### config.mk
export PLATFORM = sky130hd
export DESIGN_NAME = axi_cmd_sequencer
export DESIGN_NICKNAME = d
export VERILOG_FILES = /design/src/rtl/axi_cmd_pkg.sv /design/src/rtl/cmd_fifo.sv /design/src/rtl/axi_cmd_sequencer.sv
export SDC_FILE = /design/constraint.sdc
export NUM_CORES = 1
export LEC_CHECK = 0
export CORE_ASPECT_RATIO = 0.5
export CORE_MARGIN = 2
export CORE_UTILIZATION = 50
export DETAILED_ROUTE_END_ITERATION = 6
export PLACE_DENSITY = 0.82
export SLEW_MARGIN = 30
export SYNTH_ARGS = -nofsm -noshare
export SYNTH_HDL_FRONTEND = slang
export SYNTH_SLANG_ARGS = --single-unit
### constraint.sdc
create_clock -name clk -period 25.2 [get_ports clk]
set_input_delay 5.04 -clock clk [delete_from_list [all_inputs] [get_ports clk]]
set_output_delay 5.04 -clock clk [all_outputs]
set_load 0.01 [all_outputs]
### src/rtl/axi_cmd_pkg.sv
// Shared types and constants for the AXI command sequencer.
// Descriptor layout: [15:8] addr, [7:4] len (beats-1), [3:0] id.
package axi_cmd_pkg;

    typedef enum logic [2:0] {
        IDLE   = 3'd0,
        ISSUE  = 3'd1,
        WAIT_R = 3'd2,
        WAIT_W = 3'd3,
        RESP   = 3'd4
    } state_e;

    localparam int ADDR_MSB  = 15;
    localparam int ADDR_LSB  = 8;
    // Fields are contiguous: len sits directly below addr.
    localparam int LEN_MSB   = ADDR_LSB - 1;
    localparam int LEN_LSB   = 4;
    localparam int ID_MSB    = 3;
    localparam int ID_LSB    = 0;
    localparam int DESC_W    = ADDR_MSB + 1;

    localparam int BEAT_W    = 8;
    localparam int MAX_BEATS = 16;
    localparam int DATA_W    = BEAT_W * MAX_BEATS;
    localparam int CMD_W     = 1 + DESC_W + DATA_W;

    typedef struct packed {
        logic              wr;
        logic [DESC_W-1:0] desc;
        logic [DATA_W-1:0] data;
    } cmd_t;

    // Number of beats a descriptor asks for (len + 1), 5 bits so 16 fits.
    function automatic logic [4:0] beats_expected(input logic [DESC_W-1:0] desc);
        return {1'b0, desc[LEN_MSB:LEN_LSB]} + 5'd1;
    endfunction

endpackage

### src/rtl/cmd_fifo.sv
// Command queue: DEPTH entries of WIDTH bits, first-word-fall-through read.
// Pushes into a full queue and pops from an empty queue are ignored.
module cmd_fifo #(
    parameter int DEPTH = 4,
    parameter int WIDTH = 145
) (
    input  logic             clk_i,
    input  logic             rst_i,
    input  logic             push_i,
    input  logic [WIDTH-1:0] din_i,
    input  logic             pop_i,
    output logic [WIDTH-1:0] dout_o,
    output logic             full_o,
    output logic             empty_o
);

    localparam int PTR_W = (DEPTH > 1) ? $clog2(DEPTH) : 1;

    logic [WIDTH-1:0] mem_q [DEPTH];
    logic [PTR_W-1:0] wr_ptr_q;
    logic [PTR_W-1:0] rd_ptr_q;
    logic [PTR_W:0]   count_q;
    logic             push_s;
    logic             pop_s;

    assign full_o  = (count_q == (PTR_W+1)'(DEPTH));
    assign empty_o = (count_q == (PTR_W+1)'(0));
    assign push_s  = push_i && !full_o;
    assign pop_s   = pop_i && !empty_o;
    assign dout_o  = mem_q[rd_ptr_q];

    // Storage array; written only on an accepted push.
    always_ff @(posedge clk_i) begin
        if (push_s) begin
            mem_q[wr_ptr_q] <= din_i;
        end
    end

    // Pointers and occupancy; pointers wrap naturally since DEPTH is a power of 2.
    always_ff @(posedge clk_i or posedge rst_i) begin
        if (rst_i) begin
            wr_ptr_q <= '0;
            rd_ptr_q <= '0;
            count_q  <= '0;
        end else begin
            if (push_s) wr_ptr_q <= wr_ptr_q + PTR_W'(1);
            if (pop_s)  rd_ptr_q <= rd_ptr_q + PTR_W'(1);
            case ({push_s, pop_s})
                2'b10:   count_q <= count_q + (PTR_W+1)'(1);
                2'b01:   count_q <= count_q - (PTR_W+1)'(1);
                default: count_q <= count_q;
            endcase
        end
    end

endmodule

### src/rtl/axi_cmd_sequencer.sv
// Host-side command stage feeding the AXI Master: queues commands, launches one
// at a time, watches the R/B channels for completion and returns one response.
// Optional watchdog: define CMD_TIMEOUT_EN to bound the WAIT_R/WAIT_W states.
module axi_cmd_sequencer
    import axi_cmd_pkg::*;
#(
    parameter int FIFO_DEPTH = 4,
    parameter int TMO_CYCLES = 1024
) (
    input  logic               clk,
    input  logic               rst,
    input  logic               cmd_valid,
    output logic               cmd_ready,
    input  logic               cmd_wr,
    input  logic [DESC_W-1:0]  cmd_desc,
    input  logic [DATA_W-1:0]  cmd_data,
    output logic               en,
    output logic               en_,
    output logic [DESC_W-1:0]  tb_R,
    output logic [DESC_W-1:0]  tb_W,
    output logic [DATA_W-1:0]  INDATA,
    input  logic               RVALID,
    input  logic               RREADY,
    input  logic               RLAST,
    input  logic [BEAT_W-1:0]  RDATA,
    input  logic               RRESP,
    input  logic               BVALID,
    input  logic               BREADY,
    input  logic [4:0]         BRESP,
    output logic               rsp_valid,
    input  logic               rsp_ready,
    output logic               rsp_wr,
    output logic [3:0]         rsp_id,
    output logic               rsp_err,
    output logic [DATA_W-1:0]  rsp_data
);

    state_e             state_q, state_d;
    logic               en_q, en_d, enw_q, enw_d;
    logic [DESC_W-1:0]  tb_r_q, tb_r_d, tb_w_q, tb_w_d;
    logic [DATA_W-1:0]  indata_q, indata_d;
    logic               rsp_valid_q, rsp_valid_d, rsp_wr_q, rsp_wr_d;
    logic               rsp_err_q, rsp_err_d;
    logic [3:0]         rsp_id_q, rsp_id_d;
    logic [DATA_W-1:0]  rsp_data_q, rsp_data_d;
    logic [4:0]         beat_q, beat_d;

    cmd_t               head_s;
    logic               fifo_full_s, fifo_empty_s, pop_s;
    logic               rd_hs_s, wr_hs_s, tmo_hit_s;

    assign rd_hs_s = (state_q == WAIT_R) && RVALID && RREADY;
    assign wr_hs_s = (state_q == WAIT_W) && BVALID && BREADY;

    cmd_fifo #(.DEPTH(FIFO_DEPTH), .WIDTH(CMD_W)) u_fifo (
        .clk_i   (clk),
        .rst_i   (rst),
        .push_i  (cmd_valid),
        .din_i   ({cmd_wr, cmd_desc, cmd_data}),
        .pop_i   (pop_s),
        .dout_o  (head_s),
        .full_o  (fifo_full_s),
        .empty_o (fifo_empty_s)
    );

    assign cmd_ready = !fifo_full_s;

`ifdef CMD_TIMEOUT_EN
    localparam int TMO_W = $clog2(TMO_CYCLES + 1);
    logic [TMO_W-1:0] tmo_q;

    assign tmo_hit_s = ((state_q == WAIT_R) || (state_q == WAIT_W)) && !rd_hs_s && !wr_hs_s
                       && (tmo_q == TMO_W'(TMO_CYCLES - 1));

    // Watchdog: counts idle wait cycles, restarts on every channel handshake.
    always_ff @(posedge clk or posedge rst) begin
        if (rst) begin
            tmo_q <= '0;
        end else if (((state_q == WAIT_R) || (state_q == WAIT_W)) && !rd_hs_s && !wr_hs_s && !tmo_hit_s) begin
            tmo_q <= tmo_q + TMO_W'(1);
        end else begin
            tmo_q <= '0;
        end
    end
`else
    assign tmo_hit_s = 1'b0;
`endif

    // Next-state and next-output logic for the command FSM.
    always_comb begin
        state_d     = state_q;
        en_d        = 1'b0;
        enw_d       = 1'b0;
        tb_r_d      = tb_r_q;
        tb_w_d      = tb_w_q;
        indata_d    = indata_q;
        rsp_valid_d = rsp_valid_q;
        rsp_wr_d    = rsp_wr_q;
        rsp_id_d    = rsp_id_q;
        rsp_err_d   = rsp_err_q;
        rsp_data_d  = rsp_data_q;
        beat_d      = beat_q;
        pop_s       = 1'b0;
        case (state_q)
            IDLE: begin
                if (!fifo_empty_s) begin
                    pop_s      = 1'b1;
                    state_d    = ISSUE;
                    en_d       = !head_s.wr;
                    enw_d      = head_s.wr;
                    tb_r_d     = head_s.wr ? '0 : head_s.desc;
                    tb_w_d     = head_s.wr ? head_s.desc : '0;
                    indata_d   = head_s.wr ? head_s.data : '0;
                    rsp_wr_d   = head_s.wr;
                    rsp_id_d   = head_s.desc[ID_MSB:ID_LSB];
                    rsp_err_d  = 1'b0;
                    rsp_data_d = '0;
                    beat_d     = 5'd0;
                end else begin
                    state_d = IDLE;
                end
            end
            ISSUE: begin
                state_d = rsp_wr_q ? WAIT_W : WAIT_R;
            end
            WAIT_R: begin
                if (rd_hs_s) begin
                    if (beat_q < 5'(MAX_BEATS)) begin
                        rsp_data_d[{beat_q[3:0], 3'b000} +: BEAT_W] = RDATA;
                    end else begin
                        rsp_data_d = rsp_data_q;
                    end
                    beat_d = (beat_q == 5'd31) ? beat_q : beat_q + 5'd1;
                    if (RRESP || (RLAST && (beat_d != beats_expected(tb_r_q)))) begin
                        rsp_err_d = 1'b1;
                    end else begin
                        rsp_err_d = rsp_err_q;
                    end
                    if (RLAST) begin
                        state_d     = RESP;
                        rsp_valid_d = 1'b1;
                    end else begin
                        state_d = WAIT_R;
                    end
                end else if (tmo_hit_s) begin
                    state_d     = RESP;
                    rsp_valid_d = 1'b1;
                    rsp_err_d   = 1'b1;
                end else begin
                    state_d = WAIT_R;
                end
            end
            WAIT_W: begin
                if (wr_hs_s) begin
                    state_d     = RESP;
                    rsp_valid_d = 1'b1;
                    rsp_err_d   = (BRESP != 5'd0);
                end else if (tmo_hit_s) begin
                    state_d     = RESP;
                    rsp_valid_d = 1'b1;
                    rsp_err_d   = 1'b1;
                end else begin
                    state_d = WAIT_W;
                end
            end
            RESP: begin
                if (rsp_ready) begin
                    rsp_valid_d = 1'b0;
                    state_d     = IDLE;
                end else begin
                    state_d = RESP;
                end
            end
            default: begin
                state_d = IDLE;
            end
        endcase
    end

    // State and output registers; reset aborts any command in flight.
    always_ff @(posedge clk or posedge rst) begin
        if (rst) begin
            state_q     <= IDLE;
            en_q        <= 1'b0;
            enw_q       <= 1'b0;
            tb_r_q      <= '0;
            tb_w_q      <= '0;
            indata_q    <= '0;
            rsp_valid_q <= 1'b0;
            rsp_wr_q    <= 1'b0;
            rsp_id_q    <= 4'd0;
            rsp_err_q   <= 1'b0;
            rsp_data_q  <= '0;
            beat_q      <= 5'd0;
        end else begin
            state_q     <= state_d;
            en_q        <= en_d;
            enw_q       <= enw_d;
            tb_r_q      <= tb_r_d;
            tb_w_q      <= tb_w_d;
            indata_q    <= indata_d;
            rsp_valid_q <= rsp_valid_d;
            rsp_wr_q    <= rsp_wr_d;
            rsp_id_q    <= rsp_id_d;
            rsp_err_q   <= rsp_err_d;
            rsp_data_q  <= rsp_data_d;
            beat_q      <= beat_d;
        end
    end

    assign en        = en_q;
    assign en_       = enw_q;
    assign tb_R      = tb_r_q;
    assign tb_W      = tb_w_q;
    assign INDATA    = indata_q;
    assign rsp_valid = rsp_valid_q;
    assign rsp_wr    = rsp_wr_q;
    assign rsp_id    = rsp_id_q;
    assign rsp_err   = rsp_err_q;
    assign rsp_data  = rsp_data_q;

endmodule

==> run summary <==
Crit path launch type: input pin
Nets: 2311
Combinational share of power: 30.6%
M1 GR Usage: 27.9%
GPL Wtd Cong: 0.807
Worst hold slack: 0.492 ns
Hold Crit Class: reg2reg
Max-cap violations: 0
Most Used Layer, Global Route: met2
Die extent in y: 186 um
Post_cts resized: 0
Layout Skew: 0.0372 ns
CTS H-tree lvls: 3
Met2 Resource Use GR: 43.3%
I/O Buffers: 465
CTS Sinks: 892
Seq/Total Area, Yosys: 76.6%
Relative slew slack: 33.0%
Cell count after synthesis: 1665
Cell with the most instances after synthesis: edfxtp_1
Flop pwr share: 43.9%
Layout Area Growth over Synthesis: 24.8%
Final Cycle Share: 30.4%
Crit Path Category: in2reg
CTS tree: yes
Synth top area share: 52.9%
Pwr dens: 114 nW/um2
CP Data Required Time: 25.45 ns
Finish-stage setup viols: 0
Clk root buf: clkbuf_16
Multi-input logic area: 7290 um2
Int Pwr: 3180 uW
Final Hold Violating Endpoints: 0
Post-CTS setup buffers: 0
Synth warn: 0
Final Non-Filler Cells: 3098
Post-synth top cells: edfxtp_1 (580), dfrtp_1 (312), a22o_1 (253)
Sw Pwr: 1490 uW
CTS Buf Count: 77
Total global-route track usage: 24.0%
Clk_lat worst skew: 0.63 ns
Inst Count DP: 2937
Status: complete, no violations
Floorplan core area: 65100 um2
DIE AREA: 68100 um2
WP data arrival: 7.92 ns
Final min period: 7.67 ns
Post-synth top flop: edfxtp_1
Layout fillers: 4278
DP Wirelength: 51200 um
Drt drc: 0
Max FO, Critical Path: 60
Fin Setup TNS: 0 ns
CTS Buffer Depth: 3
Setup crit end kind: register
Average size of a mapped cell: 19.8 um2
Routed WL: 84900 um
EDFF count, synth: 580
Initial Util: 50.6%
Die W: 367 um
RSZ-0062 raised after global routing: false
Largest net degree at the start of global routing: 98
DR iter-0 viols: 1691
Hold Buf Count CTS: 0
Post-Syn Nets: 1844
Clock group share of total power: 25.6%
Initial antenna violation count: 16
Worst VDD drop: 0.0819 mV
Post-DR wirelength/cell: 27.4 um
First-pass GRT wire length: 121000 um
Actual slew at the worst max-slew pin: 1.00 ns
Site Rows: 66
I/O pin cnt: 466
CTS clock-pin slew for the worst setup and hold paths: 0.06 ns
Flops & latches, synth: 892
Distinct cells, synth: 53
Vias in the first global route: 18712
Layout cells sized above 1: 14.7%
Synth area leader: edfxtp_1
Flop2flop setup slack: 21.74 ns
Synth top area cells: edfxtp_1 (53%), dfrtp_1 (24%), mux4_2 (9.8%), a22o_1 (6.7%), a32o_1 (0.73%)
Fraction of registers with async set/reset: 35.0%
Number of routed nets with antenna violations: 0
Leak: 0.0150 uW
Fin. max-slew vios: 0
Post-synthesis cell area: 32900 um2
Detailed-route via count: 18403
Via/cell ratio: 5.94
GR Util met3: 3.68%
Switching share of power: 31.9%
First-pass DRT Iterations: 5
Total gr overflow: 0
Register area: 25200 um2
Max Freq: 130 MHz
==> worst max-delay path: stages <==
cell and delay, ns:
clkdlybuf4s50_1 0.54, and3_4 0.64, buf_4 0.68, buf_4 0.85
==> power by group through the flow <==
stage | sequential, uW | clock (uW) | combinational, uW
final | 2050 | 1200 | 1430
after global routing | 2070 | 1260 | 1520
after CTS | 2040 | 1200 | 1430
after detailed placement | 2060 | 0 | 1420
after global placement | 2040 | 0 | 1380
after floorplan | 2070 | 0 | 866
==> worst paths after layout <==
| path | start | endpoint | cells after the start |
|---|---|---|---|
| max in group asynchronous | rst | u_fifo.rd_ptr_q[0] | 3 |
| min in group asynchronous | rst | rsp_data[99] | 2 |
| worst max-delay path | cmd_valid | u_fifo.mem_q[3][61] | 4 |
| worst max register to register | u_fifo.count_q[0] | u_fifo.mem_q[3][61] | 5 |
| worst min register to register | tb_R[13] | tb_R[13] | 2 |
| worst min-delay path | tb_R[13] | tb_R[13] | 2 |
==> cells in the final DEF, fill, tap and decap left out, types with 10 or more instances in the layout <==
master,netlist,routed
edfxtp_1,580,580
clkdlybuf4s50_1,0,463
dfrtp_1,312,310
a22o_1,253,253
mux4_2,144,144
clkbuf_16,0,79
nand2_1,56,55
nor2_1,27,26
a32o_1,24,24
diode_2,0,19
o21ai_0,19,19
clkbuf_1,59,18
buf_4,0,17
a21oi_1,11,11
inv_1,11,10
ha_1,10,10
==> per-stage QoR <==
step	area (um2)	setup WS, ns	total power [uW]	utilization, %
2_1_floorplan	32900	11.53	2940	-
3_3_place_gp	38500	16.93	3430	59.2
3_5_place_dp	38500	16.90	3480	59.2
4_1_cts	41100	17.58	4680	63.1
5_1_grt	41100	17.44	4850	63.2
6_report	41100	17.53	4680	63.2
==> sequential cells by signal (all words and copies together) (netlist names) <==
name / flops
u_fifo.rd_ptr_q: 2
rsp_id: 4
u_fifo.wr_ptr_q: 2
en_: 1
u_fifo.count_q: 3
rsp_data: 128
beat_q: 5
rsp_valid: 1
INDATA: 128
rsp_err: 1
state_q: 3
rsp_wr: 1
tb_R: 16
tb_W: 16
u_fifo.mem_q: 580
en: 1
==> logic make-up after synthesis <==
family                     share of synthesized area (%)
AOI/OAI and AO/OA                                   8.67
adders and majority gates                          0.441
muxes                                               9.94
and+or+nand+nor                                     2.59
buffers and inverters                               1.43
DFF                                                 76.6
xor gates and xnor gates                           0.372
==> cell type report <==
cell class / instances / share of cell area, %
well taps: 884 / 2.69
inverters: 11 / 0.119
flip-flops and latches: 892 / 61.4
multi-input cells: 662 / 17.7
clock inverters: 36 / 0.898
clock buffers: 106 / 5.28
repair buffers: 488 / 11.8
diodes: 19 / 0.116
==> per-layer routing <==
metal,share of wire (%),wire [um]
met5,0,0
met4,5.2,4410
met3,4.8,4110
met2,55,46600
met1,35,29800
Power figures use the tool's default switching activity.
==> RTL change, RTL diff (config.mk and constraints unchanged) <==
Build with the macro `CMD_TIMEOUT_EN` defined.
--- a/src/rtl/axi_cmd_sequencer.sv
+++ b/src/rtl/axi_cmd_sequencer.sv
@@ -2,4 +2,6 @@
 // at a time, watches the R/B channels for completion and returns one response.
 // Optional watchdog: define CMD_TIMEOUT_EN to bound the WAIT_R/WAIT_W states.
+`define CMD_TIMEOUT_EN
+
 module axi_cmd_sequencer
     import axi_cmd_pkg::*;
Behaviour: same outputs for any inputs over 4 cycles, from zero or initial values and one cycle with rst high; that may be too few to reach the edited logic, so the function may still have changed.
==> RTL change against the original RTL <==
  * Global-route usage is 0.18 points higher
  * Setup slack worse by 0.018 ns
  * Total power is 2.1% higher
  * Area after synthesis is 3.9% higher
  * Synthesized cell count is 24% higher
  * Cell area is 3.3% higher
  * Die area is 3.8% higher
  * Core utilization is 0.098 points lower
  * Sequential power is 2% higher
  * Sequential cell count is 11 higher
  * Maximum frequency is 0.23% lower
  * Routed wire length is 4.0% higher
  * Critical path type unchanged
==> RTL change: results (changes against the original RTL) <==
metric	value	unit	change
Post-CTS Setup Bufs	0		unchanged
Least-Margin Pin Slew	1.02	ns	was 1.00 ns
library cells used by synthesis	72		was 53
async set-reset flop share out of synthesis	0.358		was 0.350
vias in the first global route	20989		was 18712
number of vias per cell	5.83		was 5.94
Crit path largest cell delay	0.90	ns	was 0.85 ns
Seq/Total Area, Yosys	0.745		was 0.766
Post-synth EDFFs	580		unchanged
crit path DAT	7.97	ns	was 7.92 ns
R2R depth	5		unchanged
final hold slack	0.470	ns	was 0.492 ns
GRT overflow	0		unchanged
commonest cells in the netlist	edfxtp_1, nand2_1, dfrtp_1, nand3_1, mux4_2		was edfxtp_1, dfrtp_1, a22o_1, mux4_2, clkbuf_1
GPL Wtd Cong	0.816		was 0.807
TritonCTS Buffers	79		was 77
CTS Buffer Depth	3		unchanged
Max IR drop VDD	0.0750	mV	was 0.0819 mV
Worst R2R Start	state_q[0]$_DFF_PP0_		was u_fifo.count_q[0]$_DFFE_PP0P_
Largest register FFs	580		unchanged
final HPWL from detailed placement	52500	um	was 51200 um
Worst-Skew Late Latency	0.66	ns	was 0.63 ns
R2R Path End	INDATA[127]$_DFFE_PP0P_		was u_fifo.mem_q[3][61]$_DFFE_PP_
share of cells above drive strength 1	0.127		was 0.147
HP Class	flop to flop		unchanged
GRT Util Overall	0.242		was 0.240
largest net degree at the start of global routing	110		was 98
hold depth	2		unchanged
yosys warns	0		unchanged
first-pass GRT wire length	129000	um	was 121000 um
number of gates resized after CTS	0		unchanged
top_reg_cell synth	edfxtp_1		unchanged
root buffer cell	clkbuf_16		unchanged
Biggest register	u_fifo.mem_q		unchanged
Leak	16.0	nW	was 15.0 nW
Synth area leaders	edfxtp_1, dfrtp_1, mux4_2		unchanged
status	complete, no violations		unchanged
DR iter-0 viols	1873		was 1691
initial antenna violation count	23		was 16
flop2flop setup slack	21.72	ns	was 21.74 ns
CTS clk-pin slew, worst paths	0.06	ns	about the same
CP max stage cell	buf_4		unchanged
Final #Nets	2701		was 2311
drt pass-1 iters	7		was 5
Synth Net Count	2240		was 1844
CTS H-Tree Depth	3		unchanged
Max Clock Skew	0.0320	ns	was 0.0372 ns
Max FO, Critical Path	64		was 60
Hold EP	tb_W[4]$_DFFE_PP0P_		was tb_R[13]$_DFFE_PP0P_
Routed Wire Length	88300	um	was 84900 um
Hold Startpoint	tb_W[4]$_DFFE_PP0P_		was tb_R[13]$_DFFE_PP0P_
## RTL change: final cells by class
cell class	instances	area (sq um)
Sequential cell	903	25500
Fill cell	4510	24900
Multi-Input combinational cell	1029	8190
Timing Repair Buffer	494	4940
Clock buffer	113	2270
Tap cell	897	1120
Clock inverter	31	300
Inverter	14	65.1
Antenna cell	24	60.1
## RTL change: cell families (layout without fill, tap and decap cells)
family                   Yosys count  after routing  share of synthesized area
XOR/XNOR                          20             20                    0.00512
AO/OA/AOI/OAI                    187            187                     0.0438
other                              0             24                          0
multiplexers                     150            150                     0.0966
flip-flops                       903            903                      0.745
adder cells (fa/ha/maj)           12             12                    0.00461
AND/OR/NAND/NOR                  660            660                     0.0883
buffers and inverters            128            652                     0.0164
## RTL change: routing by layer
layer	part of all wire	GRT usage	vias up	routed length [um]
li1	-	-	8762	-
met1	0.36	0.284	10618	31500
met2	0.54	0.425	839	47300
met3	0.053	0.0431	232	4650
met4	0.055	0.136	0	4820
met5	0	0	-	0
## RTL change: power breakdown
group / internal [mW] / switching [mW] / leakage, nW
combinational: 0.606 / 0.865 / 5.12
sequential: 1.91 / 0.180 / 9.64
clock: 0.664 / 0.550 / 1.25
total: 3.18 / 1.59 / 16.0
## RTL change: per-stage QoR
step	std cells	utilization	cell area (sq um)	setup WS, ns
2_1_floorplan	2060	-	34200	11.22
3_3_place_gp	3333	0.590	39700	16.95
3_5_place_dp	3334	0.590	39700	16.91
4_1_cts	3478	0.629	42300	17.60
5_1_grt	3505	0.631	42500	17.43
6_report	3505	0.631	42500	17.51
## RTL change: worst max-delay path by stage
stage / depth (start not counted) / slack (ns) / startpoint / to
6_report: 4 / 17.51 / cmd_valid / u_fifo.mem_q[0][52]$_DFFE_PP_
5_1_grt: 4 / 17.43 / cmd_valid / u_fifo.mem_q[3][113]$_DFFE_PP_
4_1_cts: 4 / 17.60 / cmd_valid / u_fifo.mem_q[0][62]$_DFFE_PP_
3_5_place_dp: 4 / 16.91 / cmd_valid / u_fifo.mem_q[0][42]$_DFFE_PP_
3_3_place_gp: 4 / 16.95 / cmd_valid / u_fifo.mem_q[1][42]$_DFFE_PP_
2_1_floorplan: 1 / 11.22 / rst / INDATA[0]$_DFFE_PP0P_
## RTL change: critical path, delay by kind of cell
| family | cells | cell delay [ns] |
|---|---|---|
| simple gates | 1 | 0.68 |
| buf+inv | 3 | 2.13 |
